$ cat src/rtl/vram_write_sched.sv
// Text-mode VRAM write scheduler: queues CPU cell writes, issues them during blanking,
// and can fill the whole screen with a clear character and color.
module vram_write_sched #(
  parameter int         FIFO_DEPTH = 4,
  parameter int         COLS       = 80,
  parameter int         ROWS       = 25,
  parameter logic [7:0] CLR_CHAR   = 8'h20
) (
  input  logic        clk,
  input  logic        rst,
  input  logic        wr_valid,
  output logic        wr_ready,
  input  logic [11:0] wr_addr,
  input  logic [7:0]  wr_char,
  input  logic [7:0]  wr_colr,
  input  logic        clr_start,
  input  logic [7:0]  clr_colr,
  input  logic        blank,
  output logic [11:0] ram_wraddr,
  output logic [7:0]  ram_chr,
  output logic [7:0]  ram_colr,
  output logic        ram_wren,
  output logic        busy,
  output logic        clr_done,
  output logic [7:0]  drop_cnt
);

  localparam int                PTR_W    = (FIFO_DEPTH > 1) ? $clog2(FIFO_DEPTH) : 1;
  localparam int                CNT_W    = PTR_W + 1;
  localparam logic [CNT_W-1:0]  FULL_CNT = CNT_W'(FIFO_DEPTH);
  localparam logic [7:0]        COLS_L   = 8'(COLS);
  localparam logic [5:0]        ROWS_L   = 6'(ROWS);
  localparam logic [6:0]        LAST_COL = 7'(COLS - 1);
  localparam logic [4:0]        LAST_ROW = 5'(ROWS - 1);

  typedef enum logic [1:0] {IDLE, DRAIN, CLEAR} state_t;

  state_t state, state_next;

  logic [11:0] fifo_addr [FIFO_DEPTH];
  logic [7:0]  fifo_chr  [FIFO_DEPTH];
  logic [7:0]  fifo_colr [FIFO_DEPTH];
  logic [PTR_W-1:0] wr_ptr, rd_ptr;
  logic [CNT_W-1:0] count, count_next;

  logic        push, pop, in_range;
  logic        clr_accept, clr_issue, last_cell, clear_enter;
  logic        clr_fin;
  logic [6:0]  clr_col;
  logic [4:0]  clr_row;
  logic [7:0]  clr_color;
  logic [11:0] head_addr;
  logic [7:0]  head_chr, head_colr;

  assign head_addr = fifo_addr[rd_ptr];
  assign head_chr  = fifo_chr[rd_ptr];
  assign head_colr = fifo_colr[rd_ptr];

  assign wr_ready    = !rst && (state == IDLE) && (count != FULL_CNT);
  assign push        = wr_valid && wr_ready;
  assign pop         = (count != '0) && blank && ((state == IDLE) || (state == DRAIN));
  assign count_next  = count + CNT_W'(push) - CNT_W'(pop);
  assign in_range    = ({1'b0, head_addr[6:0]} < COLS_L) && ({1'b0, head_addr[11:7]} < ROWS_L);
  assign clr_accept  = clr_start && (state == IDLE);
  assign clr_issue   = (state == CLEAR) && !clr_fin && blank;
  assign last_cell   = (clr_row == LAST_ROW) && (clr_col == LAST_COL);
  assign clear_enter = (state != CLEAR) && (state_next == CLEAR);

  always_ff @(posedge clk) begin
    if (rst) state <= IDLE;
    else     state <= state_next;
  end

  // A clear that arrives with writes still queued (including one pushed on the
  // same edge) drains them first so the clear really is the last word on screen.
  always_comb begin
    state_next = state;
    case (state)
      IDLE: begin
        if (clr_accept) state_next = (count_next == '0) ? CLEAR : DRAIN;
      end
      DRAIN: begin
        if (count_next == '0) state_next = CLEAR;
      end
      CLEAR: begin
        if (clr_fin) state_next = IDLE;
      end
      default: state_next = IDLE;
    endcase
  end

  always_ff @(posedge clk) begin
    if (rst) begin
      wr_ptr <= '0;
      rd_ptr <= '0;
      count  <= '0;
    end else begin
      if (push) begin
        fifo_addr[wr_ptr] <= wr_addr;
        fifo_chr[wr_ptr]  <= wr_char;
        fifo_colr[wr_ptr] <= wr_colr;
        wr_ptr            <= wr_ptr + 1'b1;
      end
      if (pop) rd_ptr <= rd_ptr + 1'b1;
      count <= count_next;
    end
  end

  // Raster position only advances on an issued write, so blank=0 simply freezes it.
  always_ff @(posedge clk) begin
    if (rst) begin
      clr_row   <= '0;
      clr_col   <= '0;
      clr_fin   <= 1'b0;
      clr_color <= '0;
    end else begin
      if (clr_accept) clr_color <= clr_colr;
      if (clear_enter) begin
        clr_row <= '0;
        clr_col <= '0;
        clr_fin <= 1'b0;
      end else if (clr_issue) begin
        if (last_cell) begin
          clr_fin <= 1'b1;
        end else if (clr_col == LAST_COL) begin
          clr_col <= '0;
          clr_row <= clr_row + 1'b1;
        end else begin
          clr_col <= clr_col + 1'b1;
        end
      end else if ((state == CLEAR) && clr_fin) begin
        clr_fin <= 1'b0;
      end
    end
  end

  always_ff @(posedge clk) begin
    if (rst) begin
      ram_wren   <= 1'b0;
      ram_wraddr <= '0;
      ram_chr    <= '0;
      ram_colr   <= '0;
      busy       <= 1'b0;
      clr_done   <= 1'b0;
      drop_cnt   <= '0;
    end else begin
      ram_wren <= 1'b0;
      clr_done <= 1'b0;
      if (pop) begin
        if (in_range) begin
          ram_wren   <= 1'b1;
          ram_wraddr <= head_addr;
          ram_chr    <= head_chr;
          ram_colr   <= head_colr;
        end else if (drop_cnt != 8'hFF) begin
          drop_cnt <= drop_cnt + 8'd1;
        end
      end else if (clr_issue) begin
        ram_wren   <= 1'b1;
        ram_wraddr <= {clr_row, clr_col};
        ram_chr    <= CLR_CHAR;
        ram_colr   <= clr_color;
      end
      if (clr_accept) begin
        busy <= 1'b1;
      end else if ((state == CLEAR) && clr_fin) begin
        busy     <= 1'b0;
        clr_done <= 1'b1;
      end
    end
  end

endmodule
$ cat config.mk
export PLATFORM = sky130hd
export DESIGN_NAME = vram_write_sched
export DESIGN_NICKNAME = d
export VERILOG_FILES = /design/src/rtl/vram_write_sched.sv
export SDC_FILE = /design/constraint.sdc
export NUM_CORES = 1
export LEC_CHECK = 0
export CAP_MARGIN = 20
export CORE_ASPECT_RATIO = 1.2
export CORE_UTILIZATION = 55
export CTS_BUF_LIST = sky130_fd_sc_hd__clkbuf_16
export DETAILED_ROUTE_END_ITERATION = 10
export GPL_TIMING_DRIVEN = 0
export PLACE_DENSITY_LB_ADDON = 0.05
export SLEW_MARGIN = 5
export SYNTH_ARGS = -nofsm -noshare
export SYNTH_HDL_FRONTEND = slang
export SYNTH_SLANG_ARGS = --single-unit
$ cat constraint.sdc
create_clock -name clk -period 7.13 [get_ports clk]
set_input_delay 1.426 -clock clk [delete_from_list [all_inputs] [get_ports clk]]
set_output_delay 1.426 -clock clk [all_outputs]
set_load 0.01 [all_outputs]
==> out/qor_table.md <==
| Quantity | Value | Unit |
|---|---|---|
| Status | completed | - |
| Final worst-path setup slack | 2203 | ps |
| Most used DFF post-synth | edfxtp_1 | - |
| CTS tree | yes | - |
| Leading cell type in the layout, fill and taps excluded | edfxtp_1 | - |
| Root buf cell | clkbuf_16 | - |
| Transition at the pin with the smallest max-transition slack | 920.3 | ps |
| Resized cells post-CTS | 0 | - |
| #FFs+latches synth | 183 | - |
| Max Root-Sink Buffers | 2 | - |
| Total design power | 3.139 | mW |
| Cell area after synthesis | 0.007377 | mm2 |
| Share of the yosys chip area belonging to registers | 0.6486 | - |
| Place WS | 1828 | ps |
| Worst VDD drop | 0.2193 | mV |
| Tmin final | 4927 | ps |
| Final hold violation count | 0 | - |
| DRC | 0 | - |
| Clk sink count | 183 | - |
| Gpl congestion | 0.8378 | - |
| Maximum number of pins on one net before global-route repair | 29 | - |
| Sum of negative setup slack | 0 | ps |
| Layout cells sized above 1 | 0.1628 | - |
| Relative area change from synthesis to final layout | 21.30 | % |
| CP Max Fanout | 10 | - |
| Unique masters post-synth | 50 | - |
| Post-CTS setup buffer count | 0 | - |
| Die Outline Area | 0.01388 | mm2 |
| Routed wirelength normalized by instance count | 18.66 | um |
| Core area | 0.01318 | mm2 |
| Global routing usage summed across all routing layers | 0.2275 | - |
| Routed wire length | 14260 | um |
| Highest-count cells in the layout ignoring fill and taps | edfxtp_1, clkdlybuf4s50_1, dfxtp_1 | - |
| Vias per std cell | 5.700 | - |
| Class of the tightest hold or removal check | reg2reg | - |
| Total of hold buffers inserted after clock tree synthesis | 0 | - |
| 1st-pass router iterations | 4 | - |
| Number of buffers created by CTS | 17 | - |
| Initial antenna violation count | 0 | - |
| Post-place instance area | 0.008387 | mm2 |
| Detailed-route via count | 4355 | - |
| Setup Viol. Count Final | 0 | - |
| Worst-skew pair later-pin latency | 430 | ps |
| Type of origin of the critical path | primary input | - |
| Core Rows | 46 | - |
| Global-route congestion overflow total | 0 | - |
| Final layout net count | 635 | - |
| Worst setup skew after layout | 16.90 | ps |
| Horiz. Die Dim | 107.7 | um |
| Max Transition Viols Final | 0 | - |
| Final cell area excluding filler cells | 0.008949 | mm2 |
| Clock-pin slew of the registers on the worst-case setup and hold paths | 60 | ps |
| Port Buf Inserts | 79 | - |
| Max cap viols | 0 | - |
| Tcrit/Tclk final | 0.6910 | - |
| Post-Synthesis Cells | 484 | - |
| Area of combinational cells with multiple inputs | 0.002402 | mm2 |
| Synthesized area per cell | 15.24 | um2 |
| F_max | 0.2030 | GHz |
| WP data arrival | 5210 | ps |
| Leakage component of the power | 2.936 | nW |
| Share of flip-flops with an asynchronous set or reset | 0 | - |
| H-tree lvl count | 4 | - |
| Required time reported for the critical path endpoint | 7410 | ps |
| Diodes inserted | 0 | - |
| Die Y | 128.9 | um |
| Total area of sequential cells | 0.004785 | mm2 |
| Final antenna-violating net count | 0 | - |
| Syn. warnings | 0 | - |
| HPWL after DPL | 9645 | um |
| First-pass GRT wire length | 22940 | um |
| Setup repair after global routing missed its margin | no | - |
| Power per unit of standard cell area | 350.7 | mW/mm2 |
| Max-Slew Margin vs Limit | 0.3865 | - |
| Post-synth EDFFs | 112 | - |
| Endpoint kind of the worst setup timing path | flip-flop | - |
| Fill cell total of the finished layout | 944 | - |
| Starting utilization of the core area | 0.5597 | - |
| Number of global-route vias before repair | 4443 | - |
| Starting DRC count in detailed routing | 189 | - |
| Boundary Pins | 81 | - |
| Synthesized net count | 536 | - |
| Share of the core filled with cells | 0.6789 | - |
| Type of the setup path with the least slack | in2reg | - |
==> kinds of logic (layout without fill, tap and decap cells) <==
group / after synthesis / after routing / synth area share
XOR/XNOR: 20 / 20 / 0.02375
adder cells (fa/ha/maj): 11 / 11 / 0.01967
AND/OR/NAND/NOR: 98 / 98 / 0.06767
AO/OA/AOI/OAI: 76 / 76 / 0.09176
buffers and inverters: 41 / 153 / 0.02646
flip-flops: 183 / 183 / 0.6486
multiplexers: 55 / 55 / 0.1221
==> sequential cells by signal (all words and copies together), names as in the netlist, named ones only <==
signal and count:
clr_col 7, busy 1, fifo_chr 32, ram_wren 1
fifo_addr 48, clr_done 1, clr_row 5, ram_colr 8
clr_color 8, state 2, drop_cnt 8, clr_fin 1
ram_chr 8, fifo_colr 32, rd_ptr 2, count 3
ram_wraddr 12, wr_ptr 2
==> power breakdown <==
part           switching [mW]  internal, mW
Clock                   0.381         0.510
Sequential             0.0721          1.26
Combinational           0.461         0.452
==> synth_stat cells, types with 3 or more instances <==
| master | count | area share |
|---|---|---|
| a22o_1 | 7 | 0.0083 |
| nand2_1 | 11 | 0.0056 |
| ha_1 | 10 | 0.017 |
| xor2_1 | 8 | 0.0095 |
| a311oi_2 | 19 | 0.039 |
| xnor2_1 | 12 | 0.014 |
| and3_1 | 6 | 0.0051 |
| a2111oi_0 | 5 | 0.0059 |
| nand3_1 | 6 | 0.0041 |
| nor2_1 | 42 | 0.021 |
| edfxtp_1 | 112 | 0.46 |
| clkbuf_1 | 15 | 0.0076 |
| buf_6 | 4 | 0.0061 |
| inv_1 | 14 | 0.0071 |
| nor2b_1 | 4 | 0.0034 |
| mux2i_1 | 27 | 0.037 |
| nor3_1 | 4 | 0.0027 |
| a21oi_1 | 30 | 0.020 |
| mux4_2 | 28 | 0.085 |
| nand4_1 | 7 | 0.0059 |
| buf_2 | 6 | 0.0041 |
| a211oi_1 | 3 | 0.0031 |
| dfxtp_1 | 71 | 0.19 |
==> routing by layer <==
metal  share of wire  wire [um]  global-route usage  vias up
met5               0          0                   0        -
met4           0.012        165             0.08864        0
met3           0.051        729             0.06484       14
met2            0.51       7279              0.3831      116
met1            0.43       6085              0.2771     2156
li1                -          -                   -     2069
==> cell type report <==
type	instances	area share
clock inverters	15	0.01524
inverters	14	0.005872
flip-flops and latches	183	0.5347
multi-input cells	260	0.2685
repair buffers	80	0.08879
plain buffers	27	0.01594
clock buffers	17	0.04754
well taps	168	0.02349
==> worst max-delay path, cell delays in order <==
cell             delay (ps)
clkdlybuf4s50_1         510
nor2b_1                 190
nand2_1                 150
inv_1                   110
buf_2                   280
clkbuf_1                480
ha_1                    200
inv_1                    40
ha_1                    190
fa_1                    380
xnor2_1                 150
xnor2_1                 290
a41o_1                  260
clkbuf_1                430
nor2_1                  110
==> worst paths after layout <==
check	start	end	slack (ps)	cells past startpoint
setup / recovery	blank	clr_row[0]$_SDFFE_PP0P_	2200	15
setup reg to reg	count[2]$_SDFF_PP0_	clr_row[0]$_SDFFE_PP0P_	3250	14
hold reg to reg	busy$_SDFFE_PP0P_	busy$_SDFFE_PP0P_	470	2
hold / removal	busy$_SDFFE_PP0P_	busy$_SDFFE_PP0P_	470	2
==> metrics by stage <==
stage	std cells	hold WS (ps)
after floorplan	484	459.6
final	764	473.3
after CTS	764	479.1
after global routing	764	503.5
after global placement	731	457.3
after detailed placement	732	469.2
No activity file was read; power rests on OpenSTA's default activity.
